File: config.mk
export PLATFORM = sky130hd
export DESIGN_NAME = fetch_ctrl
export DESIGN_NICKNAME = d
export VERILOG_FILES = /design/src/rtl/fetch_ctrl.sv
export SDC_FILE = /design/constraint.sdc
export NUM_CORES = 1
export LEC_CHECK = 0
export BUFFER_PORTS_ARGS = -buffer_cell sky130_fd_sc_hd__buf_4
export CAP_MARGIN = 30
export CORE_UTILIZATION = 58
export DETAILED_ROUTE_END_ITERATION = 8
export PLACE_DENSITY = 0.86
export SKIP_LAST_GASP = 1
export SLEW_MARGIN = 20
export SYNTH_ARGS = -nofsm -noshare
export SYNTH_HDL_FRONTEND = slang
export SYNTH_SLANG_ARGS = --single-unit
File: constraint.sdc
create_clock -name clk -period 4.2 [get_ports clk]
set_clock_uncertainty 0.2 [all_clocks]
set_input_delay 0.63 -clock clk [delete_from_list [all_inputs] [get_ports clk]]
set_output_delay 0.63 -clock clk [all_outputs]
set_load 0.05 [all_outputs]
File: src/rtl/fetch_ctrl.sv
// Program counter and fetch sequencer for the X9 core. It drives the instruction ROM
// address and counts retired instructions between start and halt.
module fetch_ctrl #(
    parameter int D  = 12,
    parameter int CW = 16
) (
    input  logic          clk,
    input  logic          reset,
    input  logic          start,
    input  logic [D-1:0]  start_addr,
    input  logic          stall,
    input  logic          branch_en,
    input  logic          branch_rel,
    input  logic [D-1:0]  target,
    input  logic          halt,
    output logic [D-1:0]  prog_ctr,
    output logic          running,
    output logic          done,
    output logic [CW-1:0] retired
);

    typedef enum logic [1:0] {
        IDLE = 2'd0,
        RUN  = 2'd1,
        DONE = 2'd2
    } state_e;

    state_e        state_q;
    logic [D-1:0]  pc_q;
    logic [CW-1:0] retired_q;

    logic [D-1:0]  pc_seq_d;
    logic [D-1:0]  pc_branch_d;
    logic [CW-1:0] retired_inc_d;

    // Both adds stay D bits wide, so the carry drops and the PC wraps modulo 2**D.
    // Relative targets are two's-complement, which makes the same add handle
    // negative offsets.
    assign pc_seq_d      = pc_q + D'(1);
    assign pc_branch_d   = branch_rel ? (pc_q + target) : target;
    assign retired_inc_d = (&retired_q) ? retired_q : retired_q + CW'(1);

    // NOTE: sequential state is updated with non-blocking assignments. Every register
    // then samples its pre-edge value, whatever order the statements appear in.
    always_ff @(posedge clk) begin
        if (reset) begin
            state_q   <= IDLE;
            pc_q      <= '0;
            retired_q <= '0;
        end else begin
            case (state_q)
                IDLE, DONE: begin
                    if (start) begin
                        state_q   <= RUN;
                        pc_q      <= start_addr;
                        retired_q <= '0;
                    end
                end
                RUN: begin
                    if (start) begin
                        pc_q      <= start_addr;
                        retired_q <= '0;
                    end else if (halt) begin
                        state_q   <= DONE;
                        retired_q <= retired_inc_d;
                    end else if (stall) begin
                        // The branch is dropped here. The decoder re-presents it once the stall clears.
                        pc_q      <= pc_q;
                    end else if (branch_en) begin
                        pc_q      <= pc_branch_d;
                        retired_q <= retired_inc_d;
                    end else begin
                        pc_q      <= pc_seq_d;
                        retired_q <= retired_inc_d;
                    end
                end
                default: begin
                    state_q <= IDLE;
                end
            endcase
        end
    end

    assign prog_ctr = pc_q;
    assign retired  = retired_q;
    assign running  = (state_q == RUN);
    assign done     = (state_q == DONE);

endmodule

==> impl_results.md <==
* Count of standard-cell rows at 23
* Classification of the worst setup path: flip-flop to flip-flop
* Unique cell type count in the Yosys netlist at 59
* Final critical path time including I/O delays and setup at 2.66 ns
* Flip-flop cell with the highest count after synthesis: sky130_fd_sc_hd__dfxtp_1
* Critical Path AT at 2.68 ns
* Cells after synthesis at 321
* Via/cell ratio at 6.19
* Run status: completed
* CP Max Fanout at 8
* Insertion delay of the later-clocked pin in the worst-skew pair at 0.28 ns
* Setup_tns at 0 ns
* Detailed-router iteration count before antenna repair at 4
* Total detailed-routing wirelength at 6640 um
* Global-route wire length before repair at 10800 um
* Antenna diode count at 0
* Clock buffer count from CTS at 5
* Final Hold Vio Count at 0
* Final slew viol count at 0
* Area inside the core boundary at 4060 sq um
* Setup-violating endpoint count in the final report at 0
* Effective utilization at floorplan at 61.0%
* Power per cell area at 275 nW/um^2
* Placer Congestion at 0.822
* Total congestion overflow at 0
* DP HPWL at 4810 um
* Type of the most critical hold path: flip-flop to flip-flop
* Most Crowded Layer GR: met2
* Highest-delay cell along the critical path: sky130_fd_sc_hd__dfxtp_1
* First-iteration detailed-routing DRC count at 216
* Sinks on Clock Net at 30
* Number of setup buffers added after CTS at 0
* Final design utilization at 74.8%
* Synthesis-to-layout area growth at 22.7%
* Critical Path Start Type: flip-flop
* Total routing usage reported by global routing at 31.3%
* Clock-pin slew reported for the worst setup and hold paths after clock tree synthesis at 0.07 ns
* Avg WL per Cell at 15.6 um
* Seq/Total Area, Yosys at 24.3%
* Worst setup endpoint: prog_ctr[8]$_SDFFE_PP0P_
* Critical Path Sink Type: flip-flop
* Worst path bufs/invs at 1
* Grt met1 use at 39.0%
* Dominant cell type by area after synthesis: sky130_fd_sc_hd__dfxtp_1
* Reg2reg setup slack at 1.54 ns
* CTS Hold Bufs at 0
* TritonCTS clock tree: done
* Detail Route Antenna Nets at 0
* Vert. Die Dim at 67.3 um
* Share of flip-flops with an asynchronous set or reset at 0%
* I/O pin count at 61
* Leading cell types by total area after synthesis: sky130_fd_sc_hd__dfxtp_1, sky130_fd_sc_hd__ha_1, sky130_fd_sc_hd__xor2_1
* Total number of vias at 2642
* Antenna violations before repair at 0
* Highest Clock Rate at 0.376 GHz
* Crit path cell chain: ha_1 -> inv_1 -> fa_1 -> nor2b_1 -> o2111ai_1 -> a31oi_1 -> nor3_1 -> or3b_1 -> a31oi_1
* Count of state elements after synthesis at 30
* Net Count, Synth at 366
* Largest net degree at the start of global routing at 23
* Nets at 421
* Full die area at 4530 sq um
* Number of global-route vias before repair at 2359
* Data required time at the worst endpoint at 4.22 ns
* Drt drc at 0
* Worst-case headroom to the max-slew limit at 34.5%
* Worst path most repeated cell: sky130_fd_sc_hd__a31oi_1
* Worst reg2reg path depth at 9
* Max-Cap Viols at 0
* Reg2Reg Capture Point: prog_ctr[8]$_SDFFE_PP0P_
* Yosys top cell area share at 24.3%
* Reg-to-Reg Start: prog_ctr[0]$_SDFFE_PP0P_
* Total of buffers placed on input and output ports at 60
* Horiz. Die Dim at 67.3 um
* Static power due to leakage at 1.25 nW
* Largest stage delay, worst path at 0.48 ns
* Critical path's top delay family: adder cells
* Yosys Warn Count at 0
* Worst VDD drop at 145 uV
* Period utilization at 63.4%
* Number of flops mapped to enable cells by yosys at 0
* Cell count along the critical path at 9
* Clock Tree Buf Depth at 2
* RSZ-0062 raised after global routing: false
* Root Driver: sky130_fd_sc_hd__clkbuf_8
* Measured slew at the worst slew-check pin at 0.976 ns
* Met3 usage in global routing at 7.26%
* Cells resized by post-CTS repair at 0
* Global Route met2 Usage at 52.0%
* Layout cells sized above 1 at 21.0%
* # H-tree levels at 2
* Netlist area before placement at 2470 sq um
* Mean instance size in the synthesized netlist at 7.71 sq um
* Critical path startpoint: prog_ctr[0]$_SDFFE_PP0P_
==> flip-flops by register name (all words and copies together), names as in the netlist <==
register	cells
prog_ctr	12
retired	16
state_q	2
==> power breakdown <==
group | switching (mW) | internal (mW)
Combinational | 0.161 | 0.106
Clock | 0.117 | 0.132
Sequential | 0.0231 | 0.297
Total | 0.301 | 0.535
==> layout make-up <==
class	count	area, sq um
clock inverter	2	12.5
clock buffer	6	82.6
fill	338	1020
multi-input combinational	266	1780
sequential	30	601
tap	50	62.6
inverter	12	45.0
timing repair buffer	61	458
==> worst min-delay path by stage <==
stage | from | to | slack [ns] | cells after the start
2_1_floorplan | state_q[0]$_SDFFE_PP0P_ | state_q[0]$_SDFFE_PP0P_ | 0.35 | 2
3_3_place_gp | retired[15]$_SDFFE_PP0P_ | retired[15]$_SDFFE_PP0P_ | 0.27 | 2
3_5_place_dp | retired[15]$_SDFFE_PP0P_ | retired[15]$_SDFFE_PP0P_ | 0.28 | 2
4_1_cts | retired[15]$_SDFFE_PP0P_ | retired[15]$_SDFFE_PP0P_ | 0.29 | 2
5_1_grt | retired[15]$_SDFFE_PP0P_ | retired[15]$_SDFFE_PP0P_ | 0.32 | 2
6_report | retired[15]$_SDFFE_PP0P_ | retired[15]$_SDFFE_PP0P_ | 0.28 | 2
==> cells by family after synthesis <==
logic type | share of synthesized area [%]
mux | 2.93
simple gates | 29.1
fa+ha+maj | 7.38
compound gates | 24.2
xor+xnor | 8.14
flops | 24.3
buf+inv | 3.99
==> metrics by stage <==
step	std cells	worst slack, ns	total power [mW]	cell area, sq um	hold WS [ns]
floorplan	321	1.43	0.508	2470	0.349
detailed placement	419	1.38	0.588	2940	0.275
CTS	427	1.54	0.833	3040	0.285
global placement	419	1.42	0.582	2940	0.273
global route	427	1.33	0.877	3040	0.316
finish	427	1.54	0.835	3040	0.284
==> cell usage in the layout (no fill, tap or decap), types with 3 or more instances in the layout <==
master / synthesis / layout
sky130_fd_sc_hd__nor2b_1: 3 / 3
sky130_fd_sc_hd__and4_1: 3 / 3
sky130_fd_sc_hd__o21ai_0: 14 / 14
sky130_fd_sc_hd__nor2_1: 33 / 33
sky130_fd_sc_hd__mux2i_1: 5 / 5
sky130_fd_sc_hd__and3_1: 5 / 5
sky130_fd_sc_hd__nand2_1: 19 / 19
sky130_fd_sc_hd__nand2b_1: 10 / 10
sky130_fd_sc_hd__nor3_1: 11 / 11
sky130_fd_sc_hd__inv_1: 12 / 12
sky130_fd_sc_hd__ha_1: 13 / 13
sky130_fd_sc_hd__dfxtp_1: 30 / 30
sky130_fd_sc_hd__nand3_1: 14 / 14
sky130_fd_sc_hd__clkbuf_8: 0 / 6
sky130_fd_sc_hd__or3_1: 3 / 3
sky130_fd_sc_hd__o22ai_1: 6 / 6
sky130_fd_sc_hd__a21oi_1: 23 / 23
sky130_fd_sc_hd__buf_4: 0 / 61
sky130_fd_sc_hd__xor2_1: 15 / 15
sky130_fd_sc_hd__xnor2_1: 8 / 8
sky130_fd_sc_hd__o211ai_1: 6 / 6
sky130_fd_sc_hd__nand4_1: 10 / 10
sky130_fd_sc_hd__nor4_1: 3 / 3
sky130_fd_sc_hd__and2_1: 4 / 4
sky130_fd_sc_hd__a211oi_1: 11 / 11
sky130_fd_sc_hd__a31oi_1: 4 / 4
sky130_fd_sc_hd__o31ai_1: 3 / 3
sky130_fd_sc_hd__o2111ai_1: 4 / 4
==> per-layer routing <==
layer	up-vias	wire [um]
li1	1312	-
met3	12	438
met2	106	3180
met5	-	0
met1	1212	2930
met4	0	95
==> worst register-to-register path, delay by kind of cell, from the launching register on <==
| family | cells | cell delay [ns] |
|---|---|---|
| buf+inv | 1 | 0.06 |
| simple gates | 3 | 0.59 |
| compound gates | 3 | 0.61 |
| flops | 1 | 0.48 |
| fa+ha+maj | 2 | 0.65 |
==> synth_stat cells, drive strengths merged (10+ instances only) <==
master,number
nand2,19
xor2,15
nand3,16
o21ai,16
a21oi,23
dfxtp,30
nand4,10
nand2b,10
a211oi,11
ha,13
nor2,34
nor3,11
inv,12
Power figures use the tool's default switching activity.
